==> config.mk <==
export PLATFORM = sky130hd
export DESIGN_NAME = pixel_unpacker
export DESIGN_NICKNAME = d
export VERILOG_FILES = /design/src/rtl/bnn_ocr_pkg.sv /design/src/rtl/pixel_shift_reg.sv /design/src/rtl/pixel_unpacker.sv
export SDC_FILE = /design/constraint.sdc
export NUM_CORES = 1
export LEC_CHECK = 0
export ABC_CLOCK_PERIOD_IN_PS = 7300
export BUFFER_PORTS_ARGS = -buffer_cell sky130_fd_sc_hd__buf_2
export CAP_MARGIN = 20
export CORE_UTILIZATION = 45
export CTS_BUF_LIST = sky130_fd_sc_hd__clkbuf_16
export CTS_CLUSTER_SIZE = 24
export DETAILED_ROUTE_END_ITERATION = 8
export HOLD_SLACK_MARGIN = 0.1
export PLACE_DENSITY = 0.72
export SYNTH_ARGS = -nofsm -noshare
export SYNTH_HDL_FRONTEND = slang
export SYNTH_HIERARCHICAL = 1
export SYNTH_SLANG_ARGS = --single-unit
==> constraint.sdc <==
create_clock -name clk -period 7.3 [get_ports clk]
set_clock_uncertainty 0.15 [all_clocks]
set_input_delay 0.73 -clock clk [delete_from_list [all_inputs] [get_ports clk]]
set_output_delay 0.73 -clock clk [all_outputs]
set_load 0.01 [all_outputs]
==> src/rtl/bnn_ocr_pkg.sv <==
// Shared constants and types for the BNN OCR front end.
// Image geometry and the pixel unpacker state encoding.
package bnn_ocr_pkg;

  localparam int IMG_DIM    = 28;
  localparam int IMG_PIXELS = IMG_DIM * IMG_DIM;
  localparam int BYTE_W     = 8;

  typedef enum logic [2:0] {
    IDLE,
    CLEAR,
    LOAD,
    SHIFT,
    DONE
  } unpack_state_t;

endpackage

==> src/rtl/pixel_shift_reg.sv <==
// Byte-wide load / shift-left register for the pixel unpacker.
// Tracks how many pixels of the loaded byte are still pending.
module pixel_shift_reg #(
  parameter int W = 8
) (
  input  logic         clk,
  input  logic         rst,
  input  logic         clr,
  input  logic         load,
  input  logic         shift,
  input  logic [W-1:0] din,
  output logic         msb,
  output logic         empty,
  output logic         last
);

  localparam int BW = $clog2(W + 1);

  logic [W-1:0]  shreg;
  logic [BW-1:0] bits_left;

  always_ff @(posedge clk) begin
    if (rst || clr) begin
      shreg     <= '0;
      bits_left <= '0;
    end else if (load) begin
      shreg     <= din;
      bits_left <= BW'(W);
    end else if (shift && bits_left != '0) begin
      shreg     <= shreg << 1;
      bits_left <= bits_left - BW'(1);
    end
  end

  assign msb   = shreg[W-1];
  assign empty = bits_left == '0;
  assign last  = bits_left == BW'(1);

endmodule

==> src/rtl/pixel_unpacker.sv <==
// Unpacks host bytes (MSB first) into single-pixel writes
// for the binary image store, with frame and error flags.
module pixel_unpacker #(
  parameter int IMG_PIXELS = bnn_ocr_pkg::IMG_PIXELS,
  parameter int BYTE_W     = bnn_ocr_pkg::BYTE_W,
  parameter int CNT_W      = $clog2(IMG_PIXELS + 1)
) (
  input  logic              clk,
  input  logic              rst,
  input  logic              start,
  input  logic              s_valid,
  input  logic [BYTE_W-1:0] s_data,
  output logic              s_ready,
  input  logic              buf_full,
  output logic              clear_buffer,
  output logic [BYTE_W-1:0] pix_data,
  output logic              pix_we,
  output logic [CNT_W-1:0]  pix_count,
  output logic              busy,
  output logic              frame_done,
  output logic              overflow_err
);

  import bnn_ocr_pkg::*;

  unpack_state_t state;

  logic sr_msb;
  logic sr_empty;
  logic sr_last;
  logic in_shift;
  logic final_px;
  logic blocked;
  logic wr;
  logic hs;
  logic sr_clr;

  assign in_shift = state == SHIFT;
  assign final_px = pix_count == CNT_W'(IMG_PIXELS - 1);
  assign blocked  = buf_full && !final_px;

  // start and rst pre-empt the current pixel and any handshake
  assign wr = in_shift && !sr_empty && !blocked
              && !start && !rst;

  assign s_ready = !rst && !start
                   && (state == LOAD
                       || (in_shift && sr_last
                           && !final_px && !blocked));

  assign hs     = s_valid && s_ready;
  assign sr_clr = start
                  || (in_shift && blocked)
                  || (wr && final_px);

  pixel_shift_reg #(
    .W(BYTE_W)
  ) u_sr (
    .clk  (clk),
    .rst  (rst),
    .clr  (sr_clr),
    .load (hs),
    .shift(wr && !hs),
    .din  (s_data),
    .msb  (sr_msb),
    .empty(sr_empty),
    .last (sr_last)
  );

  assign pix_we       = wr;
  assign pix_data     = {{(BYTE_W-1){1'b0}}, wr && sr_msb};
  assign clear_buffer = state == CLEAR;
  assign busy         = state inside {CLEAR, LOAD, SHIFT};

  always_ff @(posedge clk) begin
    if (rst) begin
      state        <= IDLE;
      pix_count    <= '0;
      frame_done   <= 1'b0;
      overflow_err <= 1'b0;
    end else begin
      frame_done <= 1'b0;
      if (start) begin
        state        <= CLEAR;
        pix_count    <= '0;
        overflow_err <= 1'b0;
      end else begin
        unique case (state)
          CLEAR: begin
            state        <= LOAD;
            pix_count    <= '0;
            overflow_err <= 1'b0;
          end
          LOAD: begin
            if (hs) state <= SHIFT;
          end
          SHIFT: begin
            if (blocked) begin
              overflow_err <= 1'b1;
              state        <= DONE;
            end else if (wr) begin
              pix_count <= pix_count + CNT_W'(1);
              if (final_px) begin
                frame_done <= 1'b1;
                state      <= DONE;
              end else if (sr_last && !hs) begin
                state <= LOAD;
              end
            end
          end
          default: ;
        endcase
      end
    end
  end

endmodule

==> flow_summary_export.csv <==
group,metric,value,unit
finish,area_growth_syn_to_layout,12.1,%
synth,synth_cells,190,
timing,grt_setup_unrepaired,"no",
place,numPortBuffers,29,
synth,synth_edf_count,0,
power_and_ir_drop,power.leakage,0.676,nW
synth,ys_seq_area_share,33.2,%
finish,fillers,320,
synth,synthXorXnorAreaFrac,0.538,%
detailed_routing,wl,3460,um
global_routing,grt_pass1_vias,1278,
clock_network,cts_hold_buffers,0,
global_routing,antenna_found_initial,0,
clock_network,clk_path_buf_depth,2,
detailed_routing,dr_total_vias,1442,
outcome,status,"complete, no violations",
finish,seq_area,541,um^2
place,place_worst_setup_slack,3940,ps
clock_network,clk_pin_slew_worst_paths,70,ps
worst_setup_path,critPathLaunchType,"flip-flop",
synth,synth_fa_ha_area_share,2.31,%
finish,drive_above_1_share,22.0,%
worst_setup_path,critPathCaptureType,"flip-flop",
timing,period_needed,3430,ps
synth,syn_area,0.00163,mm^2
timing,finalCritPeriodShare,47.0,%
timing,fmax,292,MHz
detailed_routing,wire_per_inst,13.3,um
job,cap_violations,0,
timing,slew_violations,0,
finish,num_antenna_cells,0,
die,core,0.00339,mm^2
synth,synth_compound_area_share,26.5,%
synth,synth_top_cell_area_share,33.2,%
detailed_routing,drcViolationCount,0,
global_routing,grt_usage,18.9,%
synth,synthFlopType,"dfxtp_1",
timing,tns,0,ps
detailed_routing,drt_first_pass_iters,4,
place,gp_congestion,0.818,
worst_setup_path,crit_type,"flip-flop to flip-flop",
timing,hold_ws,318,ps
synth,synth_seq_cells,27,
worst_setup_path,arrival,3430,ps
die,pin_count,37,
timing,setup_violations,0,
synth,synthMuxAreaShare,4.31,%
worst_setup_path,crit_required,7300,ps
timing,hold_viol,0,
detailed_routing,drtAntennaViolNets,0,
timing,fin_ws,3870,ps
die,dieHeight,62.1,um
clock_network,post_cts_buffers,0,
global_routing,grt_overflow,0,
clock_network,cts_tree,"yes",
clock_network,clkLatencyLatePin,260,ps
synth,synth_top_family_by_area,"compound AO/OA/AOI/OAI gates",
finish,final_common_cell,"buf_2",
synth,ys_types,53,
die,dieWidth,62.1,um
die,dieArea,0.00386,mm^2
synth,yosysWarnings,6,
die,start_util,48.0,%
detailed_routing,drt_iter0_markers,71,
synth,synthSimpleGateAreaFrac,24.4,%
finish,multi_input_area,970,um^2
global_routing,grt_max_degree,19,
clock_network,cts.htree.levels,1,
synth,synth_area_per_cell,8.56,um^2
worst_setup_path,cp_max_fo,18,
detailed_routing,via_per_inst,5.55,
finish,nets,231,
timing,max-slew-margin-rel,52.1,%
timing,worst_pin_slew,718,ps
finish,layout_common_cells,"buf_2, dfxtp_1, nand2_1",
clock_network,cts_buffers,3,
synth,synth_top_area_cell,"dfxtp_1",
die,rows,21,
worst_setup_path,worst-r2r-setup-slack,3870,ps
synth,synthArstFlopShare,0,%
power_and_ir_drop,ir_drop,0.0761,mV
worst_hold_path,hold_class,"flip-flop to flip-flop",
clock_network,ctsResizeCount,0,
place,hpwl,2440,um
power_and_ir_drop,power_density,164,mW/mm^2
global_routing,grt_pass1_wl,5960,um
clock_network,cts_root_buf,"clkbuf_16",
synth,synthTopCellsByArea,"dfxtp_1, nand2_1, mux2i_1",
clock_network,cts_sinks,27,
==> Yosys cell counts (4+ instances only) <==
master and count:
a21boi_2 6, nor2_1 9, o21ai_1 6, nand2_1 22, mux2i_1 7, nand2b_1 8, o21a_1 4, inv_1 5
o221a_1 6, a21oi_1 10, nor3_1 5, dfxtp_1 27, o21ai_0 6, buf_4 7
==> final timing paths <==
path                                                     start                        endpoint  cells past startpoint
worst max register to register  u_sr/bits_left[0]$_SDFFE_PP0P_  u_sr/bits_left[3]$_SDFFE_PP0P_                     10
worst min register to register       overflow_err$_SDFFE_PP0P_       overflow_err$_SDFFE_PP0P_                      1
worst min-delay path                 overflow_err$_SDFFE_PP0P_       overflow_err$_SDFFE_PP0P_                      1
worst max-delay path            u_sr/bits_left[0]$_SDFFE_PP0P_  u_sr/bits_left[3]$_SDFFE_PP0P_                     10
==> metal layers <==
layer	part of all wire, %	vias to the layer above	global-route usage, %
met3	4.5	2	2.02
met5	0	-	0
met2	43	39	28.4
li1	-	732	-
met4	0.78	0	6.40
met1	51	669	28.0
==> power by group <==
part / switching [W] / internal, W
clock network: 0.0000515 / 0.0000739
registers: 0.00000218 / 0.000149
logic: 0.0000145 / 0.00000871
==> stage by stage <==
stage	power [W]	util (%)	cell area [um^2]	cells
floorplan	0.000170	-	1650	196
global placement	0.000176	51.4	1740	256
detailed placement	0.000177	51.4	1740	256
CTS	0.000300	53.8	1820	260
global route	0.000308	53.8	1820	260
finish	0.000299	53.8	1820	260
==> final cells by class <==
type	count	area share (%)
multi-input cells	147	53.2
flip-flops and latches	27	29.6
repair buffers	30	8.37
clock buffers	3	4.12
well taps	46	3.16
inverters	6	1.24
clock inverters	1	0.275
==> logic make-up (layout without fill, tap and decap cells) <==
| family | Yosys count | after routing |
|---|---|---|
| other | 1 | 7 |
| and+or+nand+nor | 72 | 72 |
| adders and majority gates | 3 | 3 |
| AOI/OAI and AO/OA | 57 | 57 |
| muxes | 7 | 7 |
| DFF | 27 | 27 |
| xor gates and xnor gates | 1 | 1 |
| buffers and inverters | 22 | 40 |
==> sequential cells by signal (all words and copies together), names as in the netlist <==
signal	count
pix_count	10
u_sr/shreg	8
u_sr/bits_left	4
state	3
frame_done	1
overflow_err	1
==> worst max-delay path, cell delays in order, from the launching register on <==
cell and delay, ps:
dfxtp_1 380, inv_1 80, ha_1 200, or3b_4 350, inv_2 140, or3_1 440, nor3b_2 280, o21a_1 640
inv_1 210, o21a_1 230, o31a_1 220
(Power assumes the default switching activity.)
